File: config.mk
export PLATFORM = sky130hd
export DESIGN_NAME = register_shift_sipo_deserializer_flat
export DESIGN_NICKNAME = d
export VERILOG_FILES = /design/src/rtl/register_shift_sipo_deserializer_pkg.sv /design/src/rtl/register_shift_sipo_deserializer_if.sv /design/src/rtl/register_shift_sipo_deserializer_bit_counter.sv /design/src/rtl/register_shift_sipo_deserializer.sv /design/src/flat_wrapper.sv
export SDC_FILE = /design/constraint.sdc
export NUM_CORES = 1
export LEC_CHECK = 0
export ABC_AREA = 1
export ABC_CLOCK_PERIOD_IN_PS = 1320
export BUFFER_PORTS_ARGS = -buffer_cell sky130_fd_sc_hd__buf_2
export CAP_MARGIN = 20
export CELL_PAD_IN_SITES_DETAIL_PLACEMENT = 0
export CELL_PAD_IN_SITES_GLOBAL_PLACEMENT = 1
export CORE_MARGIN = 2
export CORE_UTILIZATION = 34
export DETAILED_ROUTE_END_ITERATION = 10
export PLACE_DENSITY = 0.83
export SLEW_MARGIN = 20
export SYNTH_ARGS = -nofsm -noshare
export SYNTH_HDL_FRONTEND = slang
export SYNTH_HIERARCHICAL = 1
export SYNTH_SLANG_ARGS = --single-unit
File: constraint.sdc
create_clock -name clk -period 1.32 [get_ports clk]
set_input_delay 0.132 -clock clk [delete_from_list [all_inputs] [get_ports clk]]
set_output_delay 0.132 -clock clk [all_outputs]
set_load 0.05 [all_outputs]
File: src/rtl/register_shift_sipo_deserializer_pkg.sv
// Shared definitions for the 4-bit serial link (SIPO/PISO).
// State encoding and default word width.
package register_shift_pkg;

  localparam int REG_SHIFT_WIDTH = 4;

  typedef enum logic [1:0] {
    S_IDLE   = 2'd0,
    S_SHIFT  = 2'd1,
    S_PARITY = 2'd2
  } state_e;

  function automatic int cnt_width(input int w);
    return $clog2(w + 1);
  endfunction

endpackage

File: src/rtl/register_shift_sipo_deserializer_if.sv
// Serial-side inputs and parallel-side outputs of the SIPO.
// master drives serial side, slave is the deserializer.
interface register_shift_sipo_deserializer_if #(
  parameter int WIDTH = 4
);
  logic             clear;
  logic             shift_en;
  logic             serial_in;
  logic [WIDTH-1:0] parallel_out;
  logic             out_valid;
  logic             busy;
  logic             parity_err;

  modport master (
    output clear, shift_en, serial_in,
    input  parallel_out, out_valid, busy, parity_err
  );

  modport slave (
    input  clear, shift_en, serial_in,
    output parallel_out, out_valid, busy, parity_err
  );
endinterface

File: src/rtl/register_shift_sipo_deserializer_bit_counter.sv
// Mod-MOD bit counter with enable and sync clear.
// tc flags the enabled edge that finishes a frame.
module sipo_bit_counter #(
  parameter int MOD = 4,
  parameter int CW  = 3
) (
  input  logic          clk,
  input  logic          rst_n,
  input  logic          clr,
  input  logic          en,
  output logic [CW-1:0] cnt,
  output logic          tc
);

  assign tc = en && (cnt == CW'(MOD - 1));

  // count enabled bits, wrap to 0 at the frame end
  always_ff @(posedge clk or negedge rst_n) begin
    if (!rst_n) begin
      cnt <= '0;
    end else if (clr) begin
      cnt <= '0;
    end else if (en) begin
      cnt <= tc ? '0 : cnt + CW'(1);
    end
  end

endmodule

File: src/rtl/register_shift_sipo_deserializer.sv
// Serial-in/parallel-out receiver, MSB first.
// Optional even parity bit per word: define SIPO_PARITY_EN.
module register_shift_sipo_deserializer
  import register_shift_pkg::*;
#(
  parameter int WIDTH = REG_SHIFT_WIDTH
) (
  input  logic clk,
  input  logic rst_n,
  register_shift_sipo_deserializer_if.slave bus
);

  localparam int CW = cnt_width(WIDTH);
`ifdef SIPO_PARITY_EN
  localparam int MOD = WIDTH + 1;
`else
  localparam int MOD = WIDTH;
`endif

  state_e           state;
  state_e           state_nxt;
  logic [WIDTH-1:0] shift_reg;
  logic [WIDTH-1:0] word_nxt;
  logic [WIDTH-1:0] par_q;
  logic             vld_q;
  logic             perr_q;
  logic [CW-1:0]    cnt;
  logic             tc;
  logic             last_bit;
  logic             shift_ok;
  logic             done;

  sipo_bit_counter #(
    .MOD (MOD),
    .CW  (CW)
  ) u_cnt (
    .clk   (clk),
    .rst_n (rst_n),
    .clr   (bus.clear),
    .en    (bus.shift_en),
    .cnt   (cnt),
    .tc    (tc)
  );

  assign last_bit = (cnt == CW'(WIDTH - 1));
  assign done     = tc && !bus.clear;

`ifdef SIPO_PARITY_EN
  assign shift_ok = bus.shift_en && (state != S_PARITY);
  assign word_nxt = shift_reg;
`else
  assign shift_ok = bus.shift_en;
  assign word_nxt = {shift_reg[WIDTH-2:0], bus.serial_in};
`endif

  // state register
  always_ff @(posedge clk or negedge rst_n) begin
    if (!rst_n) state <= S_IDLE;
    else        state <= state_nxt;
  end

  // next state: clear wins over a bit in the same cycle
  always_comb begin
    state_nxt = state;
    if (bus.clear) begin
      state_nxt = S_IDLE;
    end else if (bus.shift_en) begin
      case (state)
        S_IDLE:   state_nxt = S_SHIFT;
`ifdef SIPO_PARITY_EN
        S_SHIFT:  if (last_bit) state_nxt = S_PARITY;
`else
        S_SHIFT:  if (last_bit) state_nxt = S_IDLE;
`endif
        S_PARITY: state_nxt = S_IDLE;
        default:  state_nxt = S_IDLE;
      endcase
    end
  end

  // data bits shift in MSB first; parity bit is not stored
  always_ff @(posedge clk or negedge rst_n) begin
    if (!rst_n) begin
      shift_reg <= '0;
    end else if (bus.clear) begin
      shift_reg <= '0;
    end else if (shift_ok) begin
      shift_reg <= {shift_reg[WIDTH-2:0], bus.serial_in};
    end
  end

  // publish the finished word with a one-cycle strobe
  always_ff @(posedge clk or negedge rst_n) begin
    if (!rst_n) begin
      par_q  <= '0;
      vld_q  <= 1'b0;
      perr_q <= 1'b0;
    end else begin
      vld_q <= done;
      if (done) begin
        par_q <= word_nxt;
`ifdef SIPO_PARITY_EN
        perr_q <= ^{shift_reg, bus.serial_in};
`endif
      end
    end
  end

  assign bus.parallel_out = par_q;
  assign bus.out_valid    = vld_q;
  assign bus.parity_err   = perr_q;
  assign bus.busy         = (cnt != '0);

endmodule

File: src/flat_wrapper.sv
// flat-port wrapper written by rule: the top's interface ports become plain ports
module register_shift_sipo_deserializer_flat import register_shift_pkg::*;
#(
  parameter int WIDTH = REG_SHIFT_WIDTH
)
  (clk, rst_n, bus_clear, bus_shift_en, bus_serial_in, bus_parallel_out, bus_out_valid, bus_busy, bus_parity_err);
  register_shift_sipo_deserializer_if #(.WIDTH(WIDTH)) bus_i ();
  input  logic clk;
  input  logic rst_n;
  input wire logic [$bits(bus_i.clear)-1:0] bus_clear;
  input wire logic [$bits(bus_i.shift_en)-1:0] bus_shift_en;
  input wire logic [$bits(bus_i.serial_in)-1:0] bus_serial_in;
  output wire logic [$bits(bus_i.parallel_out)-1:0] bus_parallel_out;
  output wire logic [$bits(bus_i.out_valid)-1:0] bus_out_valid;
  output wire logic [$bits(bus_i.busy)-1:0] bus_busy;
  output wire logic [$bits(bus_i.parity_err)-1:0] bus_parity_err;
  assign bus_i.clear = bus_clear;
  assign bus_i.shift_en = bus_shift_en;
  assign bus_i.serial_in = bus_serial_in;
  assign bus_parallel_out = bus_i.parallel_out;
  assign bus_out_valid = bus_i.out_valid;
  assign bus_busy = bus_i.busy;
  assign bus_parity_err = bus_i.parity_err;
  register_shift_sipo_deserializer #(.WIDTH(WIDTH)) u_core (.clk(clk), .rst_n(rst_n), .bus(bus_i));
endmodule
Word level (Yosys, flattened, before mapping)

Cells that the tools add are included.

Add/subtract/negate cells: 1
Eq/ne operators: 1
Muxes and demuxes: 5
Reductions and logical operators: 5

Operators with widths:

| cell                                                 | number |
|---|---|
| 2-to-1 mux 3 bit                                     | 5 |
| adder 3 x 1 -> 3 bit (second input constant)         | 1 |
| equality test 3 x 2 -> 1 bit (second input constant) | 1 |
| nonzero test 3 bit                                   | 1 |
| logical AND 1 bit                                    | 2 |
| nonzero test 2 bit                                   | 1 |
| zero test 1 bit                                      | 1 |

Flip-flop bits (word level): 11
Word-level logic and storage cells: 16

Depth between registers and ports, before layout

Gate-level depths: netlist of the first run.

Depth after elaboration: 5
Depth in mapped cells: 6
Depth with buffers taken out: 6

Hierarchy

Netlist of the first run, hierarchy kept.

Modules (own cells, without submodules):

| module                           | times used | cells each | area each (um^2) | seq. area each (um^2) |
|---|---|---|---|---|
| register_shift_sipo_deserializer | 1          | 38         | 327.8            | 200.2 |
| sipo_bit_counter                 | 1          | 21         | 153.9            | 75.1 |

Worst setup path after synthesis of the first run

Ideal clock, no wire load.

Kind: flip-flop to flip-flop
Start point: register u_core.u_cnt.cnt[0]
End point: register u_core.par_q[0], in the netlist u_core/bus.parallel_out[0]
Library setup time: 0.119 ns
Arrival time: 0.950 ns
Slack: 0.251 ns
Cell stages (with the launch flop): 7
Path buffers: 0
Cells stage by stage: dfrtp_1 > ha_1 > nand3_1 > inv_1 > nand2_2 > nand2_1 > nand2_1

Longest elaborated chain between the ends: 3

Ends and longest elaborated chain:

| element                      | RTL line                                           | text |
|---|---|---|
| start: declaration           | register_shift_sipo_deserializer_bit_counter.sv:11 | `output logic [CW-1:0] cnt,` |
| start signal: assignment     | register_shift_sipo_deserializer_bit_counter.sv:24 | `cnt <= tc ? '0 : cnt + CW'(1);` |
| equality test 3 x 2 -> 1 bit | -                                                  |  |
| logical AND 1 bit            | register_shift_sipo_deserializer_bit_counter.sv:15 | `assign tc = en && (cnt == CW'(MOD - 1));` |
| named net u_core.tc          | register_shift_sipo_deserializer.sv:28             | `logic tc;` |
| logical AND 1 bit            | register_shift_sipo_deserializer.sv:46             | `assign done = tc && !bus.clear;` |
| end signal: assignment       | register_shift_sipo_deserializer.sv:101            | `par_q <= word_nxt;` |
| end: declaration             | register_shift_sipo_deserializer.sv:24             | `logic [WIDTH-1:0] par_q;` |

The timed path passes the listed nets, and every way through them passes these cells.
A chain may end at the register's enable or synchronous reset.

Worst setup path in the final report of the first run

Start point: register u_core.u_cnt.cnt[0]
End point: output bus_busy

Longest elaborated chain between the ends: 1

Ends and longest elaborated chain:

| element            | RTL line                                | text |
|---|---|---|
| nonzero test 3 bit | register_shift_sipo_deserializer.sv:112 | `assign bus.busy = (cnt != '0);` |
| end: declaration   | flat_wrapper.sv:15                      | `output wire logic [$bits(bus_i.busy)-1:0] bus_busy;` |

No other way between the ends.

==> results of run 1 <==
## routing by layer
layer	GRT usage	vias to the layer above	routed length [um]
li1	-	207	-
met1	0.1219	181	359
met2	0.2031	8	453
met3	0.07826	0	60
met4	0.03871	0	0
met5	0	-	0
## cell usage after synthesis (all sizes together)
cell type	number	area (um2)
ha	1	12.51
nand2	25	96.35
nand3	9	45.04
conb	1	3.750
dfrtp	11	275.3
nor2	6	22.52
inv	5	18.76
buf	1	7.510
## power breakdown
part	switching, W	leakage (nW)	internal (W)
combinational	0.0000883	0.185	0.0000282
sequential	0.0000112	0.151	0.000353
clock	0.000103	0.0150	0.000117
## cell families (layout without fill, tap and decap cells)
kind of cell,count (synthesis),after routing,synth area share
buffers and inverters,6,20,0.05453
flip-flops,11,11,0.5714
AND/OR/NAND/NOR,40,40,0.3403
other,1,1,0.007785
adder cells (fa/ha/maj),1,1,0.02597
## layout by cell type, fill, tap and decap left out, drive strengths merged
cell	instances
nand2	25
ha	1
dlygate4sd3	1
inv	5
clkbuf	4
conb	1
nand3	9
nor2	6
buf	10
dfrtp	11
## per-stage QoR
step                      hold slack [ns]  area, um2  total power, W  setup slack [ns]
final                              0.1047      579.3       0.0007005            0.1555
after global routing              0.09792      579.3       0.0007498           0.03147
after CTS                         0.09761      579.3       0.0007158            0.1432
after detailed placement          0.01159      543.0       0.0004860            0.1643
after global placement            0.01149      543.0       0.0004854            0.2050
after floorplan                   -0.1636      481.7       0.0004510            0.2505
## layout make-up
cell class | count | area [um2]
tap | 15 | 18.77
fill | 139 | 738.2
multi-input combinational | 42 | 180.2
clock buffer | 4 | 26.28
timing repair buffer | 11 | 60.06
inverter | 5 | 18.77
sequential | 11 | 275.3
## final timing paths
path / start / to / slack [ns] / depth (start not counted)
max: u_core/u_cnt/cnt[0] / bus_busy / 0.16 / 3
min: bus_clear / u_core/u_cnt/cnt[2] / 0.10 / 2
max reg2reg: u_core/u_cnt/cnt[0] / u_core/bus.parallel_out[1] / 0.16 / 6
min reg2reg: u_core/bus.parallel_out[0] / u_core/bus.parallel_out[0] / 0.47 / 2
max in group asynchronous: rst_n / u_core/shift_reg[2] / 0.86 / 2
min in group asynchronous: rst_n / u_core/bus.parallel_out[0] / 0.26 / 2
## what timing repair did
action,in CTS,in global routing
hold buffers,1,0
resized for setup,0,0
hold endpoints to repair,11,0
==> qor.yml, run 1 <==
route:
  vias: 396
  ant_nets: 0
  firstDrtPassIters: 4
  routedWlPerCell_um: 9.909
  drt_iter0_markers: 6
  drc: 0
  drt-total-wl_um: 872
  vias_per_cell: 4.500
yosys:
  synth-seq-area-share: 0.5714
  syn_inst: 59
  yosysWarnings: 8
  syn_area_per_cell_um2: 8.165
  syn-num-nets: 65
  ys_seq_elements: 11
  syn_area_um2: 481.7
  yosysUniqueCellTypes: 10
grt:
  first_global_vias: 362
  grt_pass1_wl_mm: 1.483
  track_usage: 0.1214
  grt.overflow.total: 0
  grt_max_degree: 12
  antenna_found_initial: 0
sta:
  max_freq_mhz: 858.7
  tns_ns: 0
  rsz0062_at_grt: "false"
  period_needed_ns: 1.165
  min_period_over_period: 0.8822
  hold_viol_final: 0
  setup_viol: 0
  slew_violations: 0
  finClkSkew_ns: 0.003469
worst_setup_path:
  crit_path_end_kind: "output pin"
  worst_setup_path_start_kind: "register"
  crit_buf_inv: 1
  crit_path_top_delay_cell: "dfrtp_1"
  critPathTopFamily: "flip-flops"
  path_class: "register to output pin"
  arrival_ns: 1.03
  cp_max_fo: 4
  crit_path_cell_trace: "nor2_1 -> nand2_1 -> buf_2"
  critPathMaxStageDelay_ns: 0.41
  required_ns: 1.19
layout:
  drive_above_1_share: 0.2055
  utilization: 0.4397
  fin_nets: 80
  synthToLayoutAreaGrowth_pct: 20.26
  largest_reg_flops: 4
  antenna_cells: 0
  final_cells: 88
status:
  status: "complete, no violations"
clocking:
  htree_levels: 1
  clk_path_buf_depth: 2
  numCtsBuffers: 3
  clock_latency_ns: 0.26
  postCtsSetupBuffers: 0
  root_buffer: "clkbuf_4"
  cts_sinks: 11
  clkTransAtPathRegs_ns: 0.07
  cts_tree: "built"
flow_run:
  maxCapViolCount: 0
die:
  die-area_um2: 1734
  io_pins: 12
  die_width_um: 41.64
  core_um2: 1318
  start_util: 0.3656
  placementRows: 13
  die_y_um: 41.64
pwr:
  static-leakage-power_nw: 0.3507
  p_per_area_nw_per_um2: 1209
  vdd_ir_drop_max_uv: 484.4
place:
  dpl.cell_count: 83
  io_buffers: 10
  dp_hpwl_um: 659.3
  place_congestion: 0.7441
hold_path:
  min_path_type: "input port to register"
Note: power is estimated with default switching activity, not from simulation.
==> inputs of run 2 (changes only) <==
--- a/config.mk
+++ b/config.mk
@@ -12,11 +12,10 @@
 export CELL_PAD_IN_SITES_DETAIL_PLACEMENT = 0
 export CELL_PAD_IN_SITES_GLOBAL_PLACEMENT = 1
 export CORE_MARGIN = 2
-export CORE_UTILIZATION = 34
+export CORE_UTILIZATION = 36
 export DETAILED_ROUTE_END_ITERATION = 10
-export PLACE_DENSITY = 0.83
+export PLACE_DENSITY = 0.85
 export SLEW_MARGIN = 20
 export SYNTH_ARGS = -nofsm -noshare
 export SYNTH_HDL_FRONTEND = slang
-export SYNTH_HIERARCHICAL = 1
 export SYNTH_SLANG_ARGS = --single-unit
==> run 2 against run 1 <==
Compared with the run above:
- flip-flop and latch count unchanged
- clock skew decreased by 0.0018 ns
- count of clock-buffer cells in the layout unchanged
- total power increased by 2.2%
==> qor.yml, run 2 <==
worst_setup_path:
  cp_max_fo: 3
  crit_path_top_delay_cell: "dfrtp_1"
  crit_path_end_kind: "output pin"
  worstReg2RegEnd: "u_core.bus.parallel_out[2]"
  required_ns: 1.19
  r2r_slack_ns: 0.13
  worst_setup_path_start_kind: "register"
  critPathMaxStageDelay_ns: 0.38
  worstSetupPathDepth: 4
  crit_buf_inv: 2
  worstReg2RegStart: "u_core.u_cnt.cnt[0]"
  r2r_cells: 7
  arrival_ns: 1.11
  path_class: "register to output pin"
  crit_path_cell_trace: "inv_2 -> ha_1 -> nand2_1 -> buf_6"
  critPathTopFamily: "flip-flops"
grt:
  use_met3: 0.02609
  antenna_found_initial: 0
  grt_max_degree: 12
  grt_pass1_wl_mm: 1.449
  top_usage_layer: "met2"
  met1_usage: 0.1496
  grt.met2_usage: 0.1563
  first_global_vias: 355
  track_usage: 0.1113
  grt.overflow.total: 0
route:
  routedWlPerCell_um: 9.553
  drt_iter0_markers: 8
  drc: 0
  ant_nets: 0
  drt-total-wl_um: 812
  vias_per_cell: 4.600
  vias: 391
  firstDrtPassIters: 4
yosys:
  synthAdderAreaFrac: 0.04963
  yosysUniqueCellTypes: 14
  synth_top_area_frac: 0.5459
  synth-seq-area-share: 0.5459
  syn_area_per_cell_um2: 9.168
  synth_edf_count: 0
  synth_compound_area_frac: 0.04218
  ys_top_cells_by_count: "nand2_1 (15), dfrtp_1 (11), nand3_1 (8)"
  muxShareOfSynthArea: 0
  synth_xor_area_frac: 0
  syn-num-nets: 62
  synth_area_leaders: "dfrtp_1 (55%), nand2_1 (11%), nand3_1 (7.9%), inv_1 (5.2%), ha_1 (5.0%)"
  synth_top_family_by_area: "simple AND/OR/NAND/NOR gates"
  synthFlopType: "dfrtp_1"
  ys_seq_elements: 11
  synth.most_common_cell: "nand2_1"
  yosys.area.top_type: "dfrtp_1"
  synth-simple-area-share: 0.2730
  syn_inst: 55
  yosysWarnings: 1
  synthArstFlopShare: 1.000
  syn_area_um2: 504.2
clocking:
  cts_tree: "built"
  numCtsBuffers: 3
  clkTransAtPathRegs_ns: 0.06
  htree_levels: 1
  clock_latency_ns: 0.26
  cts_sinks: 11
  clk_path_buf_depth: 2
  root_buffer: "clkbuf_4"
layout:
  synthToLayoutAreaGrowth_pct: 22.08
  final_cell_mix: "nand2_1 (15), dfrtp_1 (11), buf_2 (9), nand3_1 (8), inv_1 (6)"
  largest_reg_flops: 4
  fill_cells: 154
  final_common_cell: "nand2_1"
  antenna_cells: 0
  fin_nets: 78
  drive_above_1_share: 0.2857
hold_path:
  min_path_type: "input port to register"
  min_to: "u_core.u_cnt.cnt[2]"
  hp-start: "bus_clear"
  hold_depth: 2
sta:
  min_period_over_period: 0.9394
  slew_violations: 0
  hold_viol_final: 0
  rsz0062_at_grt: "false"
  finClkSkew_ns: 0.001678
  period_needed_ns: 1.240
  tns_ns: 0
  setup_viol: 0
  max_freq_mhz: 806.4
flow_run:
  maxCapViolCount: 0
die:
  core_um2: 1301
  die_y_um: 41.43
  die_width_um: 41.43
  io_pins: 12
  start_util: 0.3875
  placementRows: 13
  die-area_um2: 1716
status:
  status: "complete, no violations"
pwr:
  static-leakage-power_nw: 0.3540
  p_per_area_nw_per_um2: 1162
  vdd_ir_drop_max_uv: 452.4
  p_total_w: 0.0007156
place:
  dp_hpwl_um: 641
  place_congestion: 0.7047
  io_buffers: 10
run 2: layer usage:
layer / part of all wire / up-vias
met5: 0 / -
met4: 0.023 / 0
met3: 0.041 / 4
met2: 0.46 / 9
met1: 0.47 / 180
li1: - / 198
run 2: through the flow:
step | instances | worst slack, ns | util | cell area, um2 | hold slack (ns)
2_1_floorplan | 55 | 0.2687 | - | 504.2 | -0.1636
3_3_place_gp | 79 | 0.2622 | 0.4346 | 565.5 | 0.01105
3_5_place_dp | 79 | 0.2394 | 0.4346 | 565.5 | 0.01391
4_1_cts | 84 | 0.03425 | 0.4644 | 604.3 | 0.03460
5_1_grt | 85 | 0.004670 | 0.4731 | 615.6 | 0.03578
6_report | 85 | 0.07997 | 0.4731 | 615.6 | 0.04079
run 2: repair_timing:
action | CTS | global route
buffers inserted | 0 | 1
pin swaps | 0 | 1
resized for setup | 1 | 2
hold buffers | 1 | 0
endpoints found under the hold margin | 11 | 0
endpoints found under the setup margin | 1 | 1
run 2: worst max-delay path by stage:
stage / end / startpoint / slack [ns]
after floorplan: bus_busy / u_core.u_cnt.cnt[0] / 0.27
after global placement: u_core.bus.parallel_out[2] / u_core.u_cnt.cnt[0] / 0.26
after detailed placement: u_core.bus.parallel_out[2] / u_core.u_cnt.cnt[0] / 0.24
after CTS: bus_busy / u_core.u_cnt.cnt[0] / 0.03
after global routing: bus_busy / u_core.u_cnt.cnt[0] / 0.005
final: bus_busy / u_core.u_cnt.cnt[0] / 0.08
run 2: power breakdown:
part	switching, W	total (W)	internal, W
Clock	0.000105	0.000222	0.000117
Sequential	0.00000974	0.000363	0.000354
Combinational	0.0000932	0.000130	0.0000368
Total	0.000208	0.000716	0.000507
run 2: cells by family (layout without fill, tap and decap cells):
family | count (synthesis) | after routing
buffers and inverters | 10 | 25
other | 1 | 1
AOI/OAI and AO/OA | 4 | 4
and+or+nand+nor | 27 | 27
DFF | 11 | 11
adders and majority gates | 2 | 2
run 2: final cells by class:
| type | count | area [um2] | area share |
|---|---|---|---|
| timing repair buffer | 12 | 73.82 | 0.1199 |
| multi-input combinational | 34 | 187.7 | 0.3049 |
| clock buffer | 4 | 26.28 | 0.04268 |
| inverter | 9 | 33.78 | 0.05488 |
| sequential | 11 | 275.3 | 0.4472 |
| tap | 15 | 18.77 | 0.03049 |
==> inputs of run 3 (changes only) <==
--- a/config.mk
+++ b/config.mk
@@ -5,16 +5,15 @@
 export SDC_FILE = /design/constraint.sdc
 export NUM_CORES = 1
 export LEC_CHECK = 0
-export ABC_AREA = 1
 export ABC_CLOCK_PERIOD_IN_PS = 1320
 export BUFFER_PORTS_ARGS = -buffer_cell sky130_fd_sc_hd__buf_2
 export CAP_MARGIN = 20
 export CELL_PAD_IN_SITES_DETAIL_PLACEMENT = 0
 export CELL_PAD_IN_SITES_GLOBAL_PLACEMENT = 1
 export CORE_MARGIN = 2
-export CORE_UTILIZATION = 36
+export CORE_UTILIZATION = 38
 export DETAILED_ROUTE_END_ITERATION = 10
-export PLACE_DENSITY = 0.85
+export PLACE_DENSITY = 0.84
 export SLEW_MARGIN = 20
 export SYNTH_ARGS = -nofsm -noshare
 export SYNTH_HDL_FRONTEND = slang
==> run 3 against run 2 <==
Compared with the run above:
- the run now ends with negative setup slack left
- clock skew fell by 0.00070 ns
- fmax down 6.9%
- via count down 19%
- non-clock buffer count up 3
- sequential share of layout area is 1.7 points lower
- combinational power increased by 5%
==> qor.yml, run 3 <==
grt:
  grt.overflow.total: 0
  antenna_found_initial: 0
  grt_pass1_wl_mm: 1.317
  first_global_vias: 317
  track_usage: 0.1338
  grt_max_degree: 12
status:
  violations: "negative setup slack"
  status: "finished, violations left"
route:
  ant_nets: 0
  vias: 317
  vias_per_cell: 4.529
  routedWlPerCell_um: 10.64
  drc: 0
  drt_iter0_markers: 0
  drt-total-wl_um: 745
  firstDrtPassIters: 1
layout:
  stdcell_area_um2: 640.6
  fin_nets: 63
  final_common_cell: "dfrtp_1"
  final_cell_mix: "dfrtp_1 (11), buf_2 (9), mux2i_1 (4), nor2_1 (4), mux2_2 (4)"
  drive_above_1_share: 0.5091
  antenna_cells: 0
  largest_reg_flops: 4
  fill_cells: 119
  synthToLayoutAreaGrowth_pct: 28.97
yosys:
  synthFlopType: "dfrtp_1"
  syn_inst: 38
  yosysUniqueCellTypes: 15
  synthArstFlopShare: 1.000
  synth_edf_count: 0
  ys_top_cells_by_count: "dfrtp_1 (11), mux2_2 (4), mux2i_1 (4), nor2_1 (4), nand2b_1 (3)"
  yosysWarnings: 1
  syn_area_per_cell_um2: 13.07
  synth.most_common_cell: "dfrtp_1"
  synth_area_leaders: "dfrtp_1 (55%), mux2_2 (9.1%), mux2i_1 (8.1%), ha_1 (5.0%), nand2b_1 (3.8%)"
  synth-seq-area-share: 0.5542
  ys_seq_elements: 11
  syn-num-nets: 45
  synth_top_area_frac: 0.5542
  yosys.area.top_type: "dfrtp_1"
  syn_area_um2: 496.7
hold_path:
  hp-start: "bus_serial_in"
  min_path_type: "input port to register"
  hold_depth: 2
  min_to: "u_core.bus.parallel_out[0]"
pwr:
  switching_power_w: 0.0001932
  p_comb_frac: 0.193
  p_clk_frac: 0.300
  power_frac_seq: 0.507
  p_per_area_nw_per_um2: 1112
  switching_share: 0.2713
  static-leakage-power_nw: 0.3428
  p_total_w: 0.0007120
  p_int_w: 0.0005189
  vdd_ir_drop_max_uv: 671.2
worst_setup_path:
  arrival_ns: 1.48
  crit_path_cell_trace: "ha_2 -> nand2_4 -> nor3_4 -> mux2_2"
  worstSetupStartpoint: "u_core.u_cnt.cnt[0]"
  worst_setup_path_start_kind: "register"
  crit_path_top_delay_cell: "dfrtp_1"
  worstReg2RegEnd: "u_core.bus.parallel_out[1]"
  r2r_cells: 4
  critPathMaxStageDelay_ns: 0.37
  path_class: "register to register"
  worstReg2RegStart: "u_core.u_cnt.cnt[0]"
  r2r_slack_ns: -0.01
  required_ns: 1.46
  cp_max_fo: 5
  crit_path_end_kind: "register"
die:
  die_y_um: 40.16
  placementRows: 13
  io_pins: 12
  die-area_um2: 1612
  core_um2: 1252
  die_width_um: 40.16
  start_util: 0.3966
sta:
  hold_viol_final: 0
  setup_viol: 4
  slew_violations: 0
  layout_setup_ws_ns: -0.01253
  period_needed_ns: 1.333
  max_freq_mhz: 750.5
  min_period_over_period: 1.009
  finClkSkew_ns: 0.0009782
  rsz0062_at_grt: "true"
clocking:
  clock_latency_ns: 0.26
  root_buffer: "clkbuf_4"
  cts_tree: "built"
  numCtsBuffers: 3
  clkTransAtPathRegs_ns: 0.06
  htree_levels: 1
  clk_path_buf_depth: 2
  cts_sinks: 11
place:
  dp_hpwl_um: 572.9
  dpl_cell_area_um2: 569.3
  io_buffers: 10
  place_ws_ns: -0.01778
  place_congestion: 0.6652
flow_run:
  maxCapViolCount: 0
## run 3: changes by cell type after synthesis, moves of 4 or more
| cell | previous run | this run |
|---|---|---|
| nand2_1 | 15 | 0 |
| nand3_1 | 8 | 1 |
| inv_1 | 7 | 2 |
| mux2_2 | 0 | 4 |
| mux2i_1 | 0 | 4 |
## run 3: worst max-delay path: cells and delay by family (launching register included)
family        cells  cell delay, ns
flops             1            0.37
mux               1            0.37
simple gates      2            0.26
fa+ha+maj         1            0.21
## run 3: worst max path at each step
stage,to,slack [ns],cells after the start
2_1_floorplan,u_core.bus.parallel_out[0],0.06,4
3_3_place_gp,u_core.bus.parallel_out[1],0.008,4
3_5_place_dp,u_core.bus.parallel_out[2],-0.02,4
4_1_cts,bus_busy,-0.02,5
5_1_grt,u_core.bus.parallel_out[2],-0.08,4
6_report,u_core.bus.parallel_out[1],-0.01,4
## run 3: per-layer routing
layer,track usage,wire length [um],share of wire
met5,0,0,0
met4,0.1034,0,0
met3,0.03333,22,0.030
met2,0.2016,405,0.54
met1,0.1620,317,0.43
## run 3: final cells by class
| type | instances | area [um2] | area share |
|---|---|---|---|
| flip-flops and latches | 11 | 275.3 | 0.4297 |
| multi-input cells | 23 | 210.2 | 0.3281 |
| clock buffers | 4 | 26.28 | 0.04102 |
| inverters | 2 | 10.01 | 0.01563 |
| well taps | 15 | 18.77 | 0.02930 |
| repair buffers | 15 | 100.1 | 0.1563 |
## run 3: stage by stage
step	TNS, ns	std cells	util	hold WS [ns]
floorplan	0	38	-	-0.1636
global placement	0	64	0.4545	0.009910
detailed placement	-0.06068	64	0.4545	0.01064
CTS	-0.04837	70	0.4965	0.1152
global route	-0.3184	70	0.5115	0.1128
finish	-0.04494	70	0.5115	0.1227
## run 3: power by group through the flow
stage	clock network, W	logic [W]	registers [W]
2_1_floorplan	0	0.0000582	0.000394
3_3_place_gp	0	0.000122	0.000367
3_5_place_dp	0	0.000123	0.000367
4_1_cts	0.000228	0.000132	0.000361
5_1_grt	0.000253	0.000151	0.000363
6_report	0.000214	0.000137	0.000361
## run 3: timing repair
item / CTS / global route
endpoints found under the setup margin: 5 / 5
hold buffers: 1 / 0
setup buffers: 1 / 0
gates resized for setup: 4 / 5
cloned: 0 / 0
hold endpoints to repair: 11 / 0
## run 3: cells by family after synthesis
kind of cell / after synthesis / share of synthesized area
multiplexers: 8 / 0.1713
AO/OA/AOI/OAI: 1 / 0.01007
other: 1 / 0.007549
adder cells (fa/ha/maj): 2 / 0.05037
buffers and inverters: 4 / 0.05291
flip-flops: 11 / 0.5541
AND/OR/NAND/NOR: 11 / 0.1536
